### config.mk
export PLATFORM = sky130hd
export DESIGN_NAME = moonpatrol_input_cond
export DESIGN_NICKNAME = d
export VERILOG_FILES = /design/src/rtl/moonpatrol_input_pkg.sv /design/src/rtl/coin_pulser.sv /design/src/rtl/moonpatrol_input_cond.sv
export SDC_FILE = /design/constraint.sdc
export NUM_CORES = 1
export LEC_CHECK = 0
export BUFFER_PORTS_ARGS = -buffer_cell sky130_fd_sc_hd__buf_2
export CORE_ASPECT_RATIO = 0.9
export CORE_MARGIN = 3
export CORE_UTILIZATION = 55
export DETAILED_ROUTE_END_ITERATION = 10
export GPL_TIMING_DRIVEN = 0
export PLACE_DENSITY_LB_ADDON = 0.2
export SLEW_MARGIN = 40
export SYNTH_ARGS = -nofsm -noshare
export SYNTH_HDL_FRONTEND = slang
export SYNTH_SLANG_ARGS = --single-unit
### constraint.sdc
create_clock -name clk_sys -period 2.9 [get_ports clk_sys]
set_input_delay 0.435 -clock clk_sys [delete_from_list [all_inputs] [get_ports clk_sys]]
set_output_delay 0.435 -clock clk_sys [all_outputs]
set_load 0.01 [all_outputs]
### src/rtl/moonpatrol_input_pkg.sv
// Shared definitions for the Moon Patrol input conditioning block.
// Holds the joystick word bit indices and the coin pulser state type.
package moonpatrol_input_pkg;

    // Joystick word bit map (same for both players)
    localparam int unsigned JOY_R      = 0;
    localparam int unsigned JOY_L      = 1;
    localparam int unsigned JOY_D      = 2;
    localparam int unsigned JOY_U      = 3;
    localparam int unsigned JOY_FIRE   = 4;
    localparam int unsigned JOY_JUMP   = 5;
    localparam int unsigned JOY_START1 = 6;
    localparam int unsigned JOY_START2 = 7;
    localparam int unsigned JOY_COIN   = 8;
    localparam int unsigned JOY_PAUSE  = 9;

    localparam int unsigned JOY_W = 16;
    localparam int unsigned DIM_W = 32;

    typedef enum logic [1:0] {
        COIN_IDLE    = 2'd0,
        COIN_ACTIVE  = 2'd1,
        COIN_HOLDOFF = 2'd2,
        COIN_WAITREL = 2'd3
    } coin_state_t;

endpackage

### src/rtl/coin_pulser.sv
// Coin pulse shaper: a rising edge on coin_in yields a fixed-length high
// pulse followed by a fixed low gap; the input must then be released before
// another pulse can start. Edges seen while busy are dropped, not queued.
// Ports:
//   clk_sys  - system clock
//   reset    - synchronous, active-high reset
//   coin_in  - raw coin button
//   coin_out - shaped coin pulse (registered)
module coin_pulser
    import moonpatrol_input_pkg::*;
#(
    parameter int unsigned COIN_PULSE = 4_000_000,
    parameter int unsigned COIN_GAP   = 3_000_000
) (
    input  logic clk_sys,
    input  logic reset,
    input  logic coin_in,
    output logic coin_out
);

    localparam int unsigned PULSE_W = (COIN_PULSE > 1) ? $clog2(COIN_PULSE) : 1;
    localparam int unsigned GAP_W   = (COIN_GAP > 1)   ? $clog2(COIN_GAP)   : 1;
    localparam logic [PULSE_W-1:0] PULSE_LAST = PULSE_W'(COIN_PULSE - 1);
    localparam logic [GAP_W-1:0]   GAP_LAST   = GAP_W'(COIN_GAP - 1);

    coin_state_t        state;
    logic [PULSE_W-1:0] pulse_cnt;
    logic [GAP_W-1:0]   gap_cnt;
    logic               coin_prev;
    logic               coin_rise;

    assign coin_rise = coin_in & ~coin_prev;

    // Previous sample resets high so a button held through reset is not an edge
    always_ff @(posedge clk_sys) begin
        if (reset) begin
            state     <= COIN_IDLE;
            pulse_cnt <= '0;
            gap_cnt   <= '0;
            coin_prev <= 1'b1;
            coin_out  <= 1'b0;
        end else begin
            coin_prev <= coin_in;
            case (state)
                COIN_IDLE: begin
                    if (coin_rise) begin
                        state     <= COIN_ACTIVE;
                        pulse_cnt <= '0;
                        coin_out  <= 1'b1;
                    end
                end
                COIN_ACTIVE: begin
                    if (pulse_cnt == PULSE_LAST) begin
                        state    <= COIN_HOLDOFF;
                        gap_cnt  <= '0;
                        coin_out <= 1'b0;
                    end else begin
                        pulse_cnt <= pulse_cnt + PULSE_W'(1);
                    end
                end
                COIN_HOLDOFF: begin
                    if (gap_cnt == GAP_LAST) begin
                        state <= coin_in ? COIN_WAITREL : COIN_IDLE;
                    end else begin
                        gap_cnt <= gap_cnt + GAP_W'(1);
                    end
                end
                COIN_WAITREL: begin
                    if (!coin_in) begin
                        state <= COIN_IDLE;
                    end
                end
                default: begin
                    state    <= COIN_IDLE;
                    coin_out <= 1'b0;
                end
            endcase
        end
    end

endmodule

### src/rtl/moonpatrol_input_cond.sv
// Input conditioning for the Moon Patrol core: merges both joystick words,
// shapes each player's coin into a long pulse, and produces a pause request
// plus a screen-dim flag after a long user pause.
// Ports:
//   clk_sys      - system clock
//   reset        - synchronous, active-high reset
//   joy_0, joy_1 - player joystick words (R,L,D,U,fire,jump,start1,start2,coin,pause)
//   osd_status   - OSD open
//   osd_pause_en - pause while OSD open
//   hs_access    - hiscore engine halt request
//   joy1_out     - {coin1,start1,jump,fire,U,D,L,R}
//   joy2_out     - {coin2,start2,jump,fire,U,D,L,R}
//   pause        - core halt request
//   dim_video    - halve video intensity
module moonpatrol_input_cond
    import moonpatrol_input_pkg::*;
#(
    parameter int unsigned COIN_PULSE  = 4_000_000,
    parameter int unsigned COIN_GAP    = 3_000_000,
    parameter int unsigned DIM_TIMEOUT = 300_000_000
) (
    input  logic              clk_sys,
    input  logic              reset,
    input  logic [JOY_W-1:0]  joy_0,
    input  logic [JOY_W-1:0]  joy_1,
    input  logic              osd_status,
    input  logic              osd_pause_en,
    input  logic              hs_access,
    output logic [7:0]        joy1_out,
    output logic [7:0]        joy2_out,
    output logic              pause,
    output logic              dim_video
);

    localparam logic [DIM_W-1:0] DIM_LIMIT = DIM_W'(DIM_TIMEOUT);

    logic [JOY_W-1:0] joy_c;
    logic [6:0]       p1_q;
    logic [6:0]       p2_q;
    logic             coin1;
    logic             coin2;
    logic             pause_prev;
    logic             pause_toggle;
    logic             pause_toggle_nxt;
    logic [DIM_W-1:0] dim_cnt;
    logic [DIM_W-1:0] dim_cnt_nxt;
    logic             unused_bits;

    assign joy_c       = joy_0 | joy_1;
    assign unused_bits = ^{joy_c[JOY_W-1:JOY_PAUSE+1], joy_c[JOY_COIN]};

    // Coins stay per-player so two simultaneous coins give two credits
    coin_pulser #(.COIN_PULSE(COIN_PULSE), .COIN_GAP(COIN_GAP)) u_coin1 (
        .clk_sys  (clk_sys),
        .reset    (reset),
        .coin_in  (joy_0[JOY_COIN]),
        .coin_out (coin1)
    );

    coin_pulser #(.COIN_PULSE(COIN_PULSE), .COIN_GAP(COIN_GAP)) u_coin2 (
        .clk_sys  (clk_sys),
        .reset    (reset),
        .coin_in  (joy_1[JOY_COIN]),
        .coin_out (coin2)
    );

    // Next toggle feeds pause directly so a button press shows after one cycle
    always_comb begin
        pause_toggle_nxt = pause_toggle ^ (joy_c[JOY_PAUSE] & ~pause_prev);
        dim_cnt_nxt      = dim_cnt;
        if (!pause_toggle) begin
            dim_cnt_nxt = '0;
        end else if (dim_cnt < DIM_LIMIT) begin
            dim_cnt_nxt = dim_cnt + DIM_W'(1);
        end
    end

    always_ff @(posedge clk_sys) begin
        if (reset) begin
            p1_q         <= '0;
            p2_q         <= '0;
            pause_prev   <= 1'b1;
            pause_toggle <= 1'b0;
            dim_cnt      <= '0;
            pause        <= 1'b0;
            dim_video    <= 1'b0;
        end else begin
            p1_q <= {joy_c[JOY_START1], joy_c[JOY_JUMP], joy_c[JOY_FIRE],
                     joy_c[JOY_U], joy_c[JOY_D], joy_c[JOY_L], joy_c[JOY_R]};
            p2_q <= {joy_c[JOY_START2], joy_c[JOY_JUMP], joy_c[JOY_FIRE],
                     joy_c[JOY_U], joy_c[JOY_D], joy_c[JOY_L], joy_c[JOY_R]};
            pause_prev   <= joy_c[JOY_PAUSE];
            pause_toggle <= pause_toggle_nxt;
            dim_cnt      <= dim_cnt_nxt;
            pause        <= pause_toggle_nxt | hs_access | (osd_status & osd_pause_en);
            dim_video    <= (dim_cnt_nxt >= DIM_LIMIT);
        end
    end

    assign joy1_out = {coin1, p1_q};
    assign joy2_out = {coin2, p2_q};

endmodule

=== Yosys cells after proc, flatten, opt, wreduce, memory -nomap -nowiden ===
Cells that the tools add are included.

* Reduce and logical (&&, ||, !) cells: 14
* Shift-type cells: 0
* Order comparisons: 2
* Divide/modulo/power cells: 0
* Bitwise gates (word level): 11
* Muxes and demuxes: 32
* Add/sub/neg operators: 5
* Equality and inequality tests: 22
* Multiply operators: 0

{| class="wikitable"
|+ Operators by type and width
! cell !! number
|-
| 22-bit 2-to-1 mux || 8
|-
| 22-bit one-hot mux with 2 select lines || 4
|-
| 22-bit by 1-bit adder with 22-bit output, second input constant || 4
|-
| 22-bit == test, second input constant || 4
|-
| 32-bit 2-to-1 mux || 2
|-
| 32-bit by 1-bit adder with 32-bit output, second input constant || 1
|-
| 32-bit by 29-bit greater-or-equal comparator with 1-bit output, second input constant || 1
|-
| 32-bit by 29-bit < comparator with 1-bit output, second input constant || 1
|-
| 2-bit 2-to-1 mux || 10
|-
| 3-bit AND reduction || 6
|-
| 2-bit one-hot mux with 4 select lines || 2
|-
| 2-bit by 1-bit inequality test with 1-bit output, second input constant || 6
|-
| 2-bit inequality test, second input constant || 6
|-
| 10-bit OR || 1
|-
| 2-bit == test, second input constant || 4
|-
| 4-bit AND reduction || 2
|-
| 2-bit nonzero test || 4
|-
| 1-bit AND || 4
|-
| 2-bit by 1-bit == test with 1-bit output, second input constant || 2
|-
| 2-bit logical NOT || 2
|-
| 1-bit 2-to-1 mux || 4
|-
| 1-bit one-hot mux with 2 select lines || 2
|-
| 1-bit inverter || 3
|-
| 1-bit OR || 2
|-
| 1-bit XOR || 1
|}

* ROM bits: 0
* Input port bits: 37
* Bits in latches: 0
* Word-level logic and storage cells: 103
* Register bits after elaboration: 146
* Memories: 0
* Memory bits (writable): 0

=== Logic depth before layout (Yosys ltp) ===
* Depth after elaboration: 5
* Gate-level depth with buffers: 10
* Gate-level depth less buffers: 9

=== Cells and area by module ===
Synthesis repeated with hierarchy kept, for this count alone.

* Cells, all modules: 941
* Area total of the unflattened synthesis: 7,771.2 µm²

{| class="wikitable"
|+ By module, submodules not included
! module !! times used !! area each (µm²) !! cells each
|-
| coin_pulser (u_coin2) || 1 || 2,797.7 || 334
|-
| coin_pulser (u_coin1) || 1 || 2,648.8 || 329
|-
| moonpatrol_input_cond || 1 || 2,324.7 || 278
|}

=== Worst setup path after synthesis ===
OpenSTA, ideal clock, no wires.

* Path kind: register to register
* From: reg u_coin1.pulse_cnt[12]
* To: reg u_coin1.gap_cnt[19]
* Library setup time: 0.071 ns
* Required time: 2.829 ns
* Path slack: 0.299 ns
* Arrival: 2.531 ns
* Clock period less this slack: 2.601 ns
* Cell stages (with the launch flop): 9
* Buffers on the path: 1
* Cell sequence: dfxtp_1 or4b_4 nor4_4 a21boi_2 or4b_1 or2_1 buf_6 or3_1 a21oi_1

* Cells in the longest elaborated chain, start to end: 3

{| class="wikitable"
|+ Ends and longest elaborated chain
! element !! line !! RTL
|-
| start: declaration || coin_pulser.sv:27 || <nowiki>logic [PULSE_W-1:0] pulse_cnt;</nowiki>
|-
| start signal: assignment || coin_pulser.sv:58 || <nowiki>pulse_cnt <= pulse_cnt + PULSE_W'(1);</nowiki>
|-
| 22-bit == test || coin_pulser.sv:53 || <nowiki>if (pulse_cnt == PULSE_LAST) begin</nowiki>
|-
| 2-bit by 1-bit inequality test with 1-bit output (no source line) || n/a ||
|-
| 3-bit AND reduction (no source line) || n/a ||
|-
| end signal: assignment || coin_pulser.sv:65 || <nowiki>gap_cnt <= gap_cnt + GAP_W'(1);</nowiki>
|-
| end: declaration || coin_pulser.sv:28 || <nowiki>logic [GAP_W-1:0] gap_cnt;</nowiki>
|}

No other way between the ends.
A chain may end at the register's enable or synchronous reset.

=== Final worst setup path ===
* From: reg u_coin1.pulse_cnt[9]
* To: reg u_coin1.gap_cnt[15]

Same word-level chain as after synthesis.

==> results_dict.tcl <==
set metrics [dict create \
    skew_ps 9.38 \
    ir_drop_v 0.000423 \
    timing.rr.end "u_coin1.gap_cnt[15]$_SDFFE_PP0P_" \
    critPathKind "flip-flop to flip-flop" \
    yosysSeqAreaShare 0.419 \
    grt_overflow_total 0 \
    arrival_ps 3130 \
    max_clock_freq_mhz 358 \
    avgRoutedWirePerCell_um 13.7 \
    antenna_left 0 \
    final_nets 924 \
    cpLargestDelayFamily "simple AND/OR/NAND/NOR gates" \
    worstPathBufferInverterCount 1 \
    die-area_sq_mm 0.0135 \
    syn_inst 810 \
    synthDistinctLibCells 65 \
    outcome "complete, no violations" \
    cts_hold_buf 0 \
    fp.dieW_um 122 \
    hpwl_um 10200 \
    syn2layout_area_growth_pct 16.8 \
    critPathLaunch "u_coin1.pulse_cnt[9]$_SDFFE_PP0P_" \
    initial_core_util 0.573 \
    via_count 5708 \
    synth-adder-area-share 0.0243 \
    grt_pass1_vias 5599 \
    power.density_mw_per_mm2 625 \
    worstMarginPinSlew_ps 668 \
    reg2reg_slack_ps 110 \
    synth.avg_cell_area_sq_um 8.26 \
    setup_viol 0 \
    synth-simple-area-share 0.305 \
    worstSetupStartpointType "flip-flop" \
    critPathMaxStageDelay_ps 540 \
    drt_wl_total_um 14300 \
    grt_pass1_wl_um 24700 \
    synth_mux_area_frac 0.0110 \
    layout.cells.non_filler 1043 \
    min_path_type "input port to flip-flop" \
    slowest_stage "or4b_4" \
    viasPerCell 5.47 \
    place_congestion 0.853 \
    htree_levels 4 \
    synth_compound_area_frac 0.0750 \
    clk_latency_ps 410 \
    drc_errors 0 \
    syn_nets 860 \
    clkTransAtPathRegs_ps 60 \
    grt_usage 0.218 \
    cts_made_buffers 17 \
    crit_end "u_coin1.gap_cnt[15]$_SDFFE_PP0P_" \
    crit_path_cell_trace "or4b_4 -> nor4_4 -> a21boi_2 -> or4b_4 -> or2_1 -> buf_6 -> or3_1 -> a21oi_1" \
    synth_edf_count 0 \
    cp-end-kind "flip-flop" \
    r2r-start "u_coin1.pulse_cnt[9]$_SDFFE_PP0P_" \
    synth_ff_type "dfxtp_1" \
    synth_top_family_by_area "simple AND/OR/NAND/NOR gates" \
    coreArea_sq_mm 0.0117 \
    hold_viol_final 0 \
    clock_path_buffers 2 \
    grt_max_degree 17 \
    portBuffers 41 \
    cts_tree "done" \
    layout-drive-gt1-share 0.142 \
    layout_commonest_cell "nor2_1" \
    clock_sinks 140 \
    hold_slack_ps 226 \
    final_cell_mix "159 x nor2_1, 138 x dfxtp_1, 81 x nand2_1, 56 x xor2_1, 42 x xnor2_1" \
    numPlacedInstances 1007 \
    path_depth 8 \
    cts_root_buf "clkbuf_16" \
    synth_seq_cells 140 \
    relSlewSlack 0.555 \
    crit_top_cell "or4b_4" \
    yosys.area_share.xor_xnor 0.128 \
    diodes 0 \
    ys_async_sr_fraction 0 \
    synth_warnings 0 \
    syn_area_sq_mm 0.00669 \
    rr_worst_depth 8 \
    rows 37 \
    post-route-period-util 0.962 \
    drt_iter0_drc 347 \
    worstPathRequired_ps 3230 \
    fp.dieH_um 111 \
    slew_viol_final 0 \
    final.min_clock_period_ps 2790 \
    first_pass_iters 4 \
    antenna_found_initial 0 \
    drv_cap 0 \
    num_io_pins 55 \
    nFillCells 953 \
    leakagePower_nw 2.81 \
    cp_max_fo 7 \
]
==> kinds of logic after synthesis <==
logic type / after synthesis
adders and majority gates: 13
xor gates and xnor gates: 98
AOI/OAI and AO/OA: 80
and+or+nand+nor: 416
muxes: 7
DFF: 140
buffers and inverters: 56
==> cells in the mapped netlist (16+ instances only) <==
| cell type | count | area, sq um |
|---|---|---|
| inv_1 | 25 | 93.8 |
| or3_1 | 17 | 106 |
| a21oi_1 | 28 | 140 |
| o21ai_0 | 21 | 105 |
| nor2_1 | 160 | 601 |
| clkbuf_1 | 22 | 82.6 |
| xor2_1 | 56 | 490 |
| xnor2_1 | 42 | 368 |
| nand3_1 | 36 | 180 |
| and3_1 | 16 | 100 |
| nand4_1 | 17 | 106 |
| nand2_1 | 81 | 304 |
| nor3_1 | 18 | 90.1 |
| dfxtp_1 | 140 | 2800 |
==> per-stage QoR <==
| stage | util | setup TNS, ps | power [mW] | cell area [sq um] | worst slack, ps |
|---|---|---|---|---|---|
| final | 0.670 | 0 | 4.88 | 7810 | 109 |
| after global routing | 0.670 | -24.1 | 5.08 | 7810 | -24.1 |
| after floorplan | - | 0 | 2.52 | 6690 | 299 |
| after CTS | 0.663 | 0 | 4.89 | 7740 | 20.7 |
| after global placement | 0.608 | -27.7 | 2.65 | 7090 | -27.7 |
| after detailed placement | 0.608 | -151 | 2.68 | 7090 | -67.7 |
==> cell type report <==
type | count | area (sq um) | share of cell area
Tap cell | 156 | 195 | 0.0250
Buffer | 30 | 154 | 0.0197
Sequential cell | 140 | 2810 | 0.359
Inverter | 25 | 93.8 | 0.0120
Clock buffer | 18 | 439 | 0.0562
Multi-Input combinational cell | 614 | 3710 | 0.475
Timing Repair Buffer | 46 | 243 | 0.0311
Clock inverter | 14 | 168 | 0.0215
==> worst min-delay path: cells and delay by family <==
kind,cells,cell delay (ps)
AND/OR/NAND/NOR,2,100
buffers and inverters,1,80
==> flip-flops by register name, indices dropped and copies added (netlist names), 2 cells and up <==
register / flops
p1_q: 7
u_coin2.pulse_cnt: 22
u_coin1.pulse_cnt: 22
dim_cnt: 32
u_coin2.gap_cnt: 22
u_coin2.state: 2
u_coin1.gap_cnt: 22
u_coin1.state: 2
==> metal layers <==
metal  track usage  part of all wire
met5             0                 0
met2         0.366              0.49
met1         0.282              0.47
met4        0.0672            0.0092
met3        0.0440             0.033
==> worst min path at each step <==
stage | slack [ps] | cells past startpoint | start | end
floorplan | 410 | 2 | dim_cnt[29]$_SDFF_PP0_ | dim_cnt[29]$_SDFF_PP0_
global placement | 410 | 2 | dim_cnt[29]$_SDFF_PP0_ | dim_cnt[29]$_SDFF_PP0_
detailed placement | 420 | 2 | dim_cnt[29]$_SDFF_PP0_ | dim_cnt[29]$_SDFF_PP0_
CTS | 210 | 3 | joy_0[3] | p1_q[3]$_SDFF_PP0_
global route | 220 | 2 | joy_1[9] | pause_prev$_SDFF_PP1_
finish | 230 | 3 | joy_0[3] | p1_q[3]$_SDFF_PP0_
==> power breakdown <==
part           leakage, nW  internal, mW  switching (mW)  total, mW
Clock                0.292          1.38           0.840       2.22
Sequential            1.13          1.98          0.0474       2.03
Combinational         1.38         0.234           0.402      0.636
==> repair_timing <==
| action | in CTS | in global routing |
|---|---|---|
| setup endpoints to repair | 5 | 25 |
| gates resized for setup | 4 | 19 |
| pin swaps | 1 | 5 |
| setup buffers | 3 | 2 |
No activity file was read; power rests on OpenSTA's default activity.
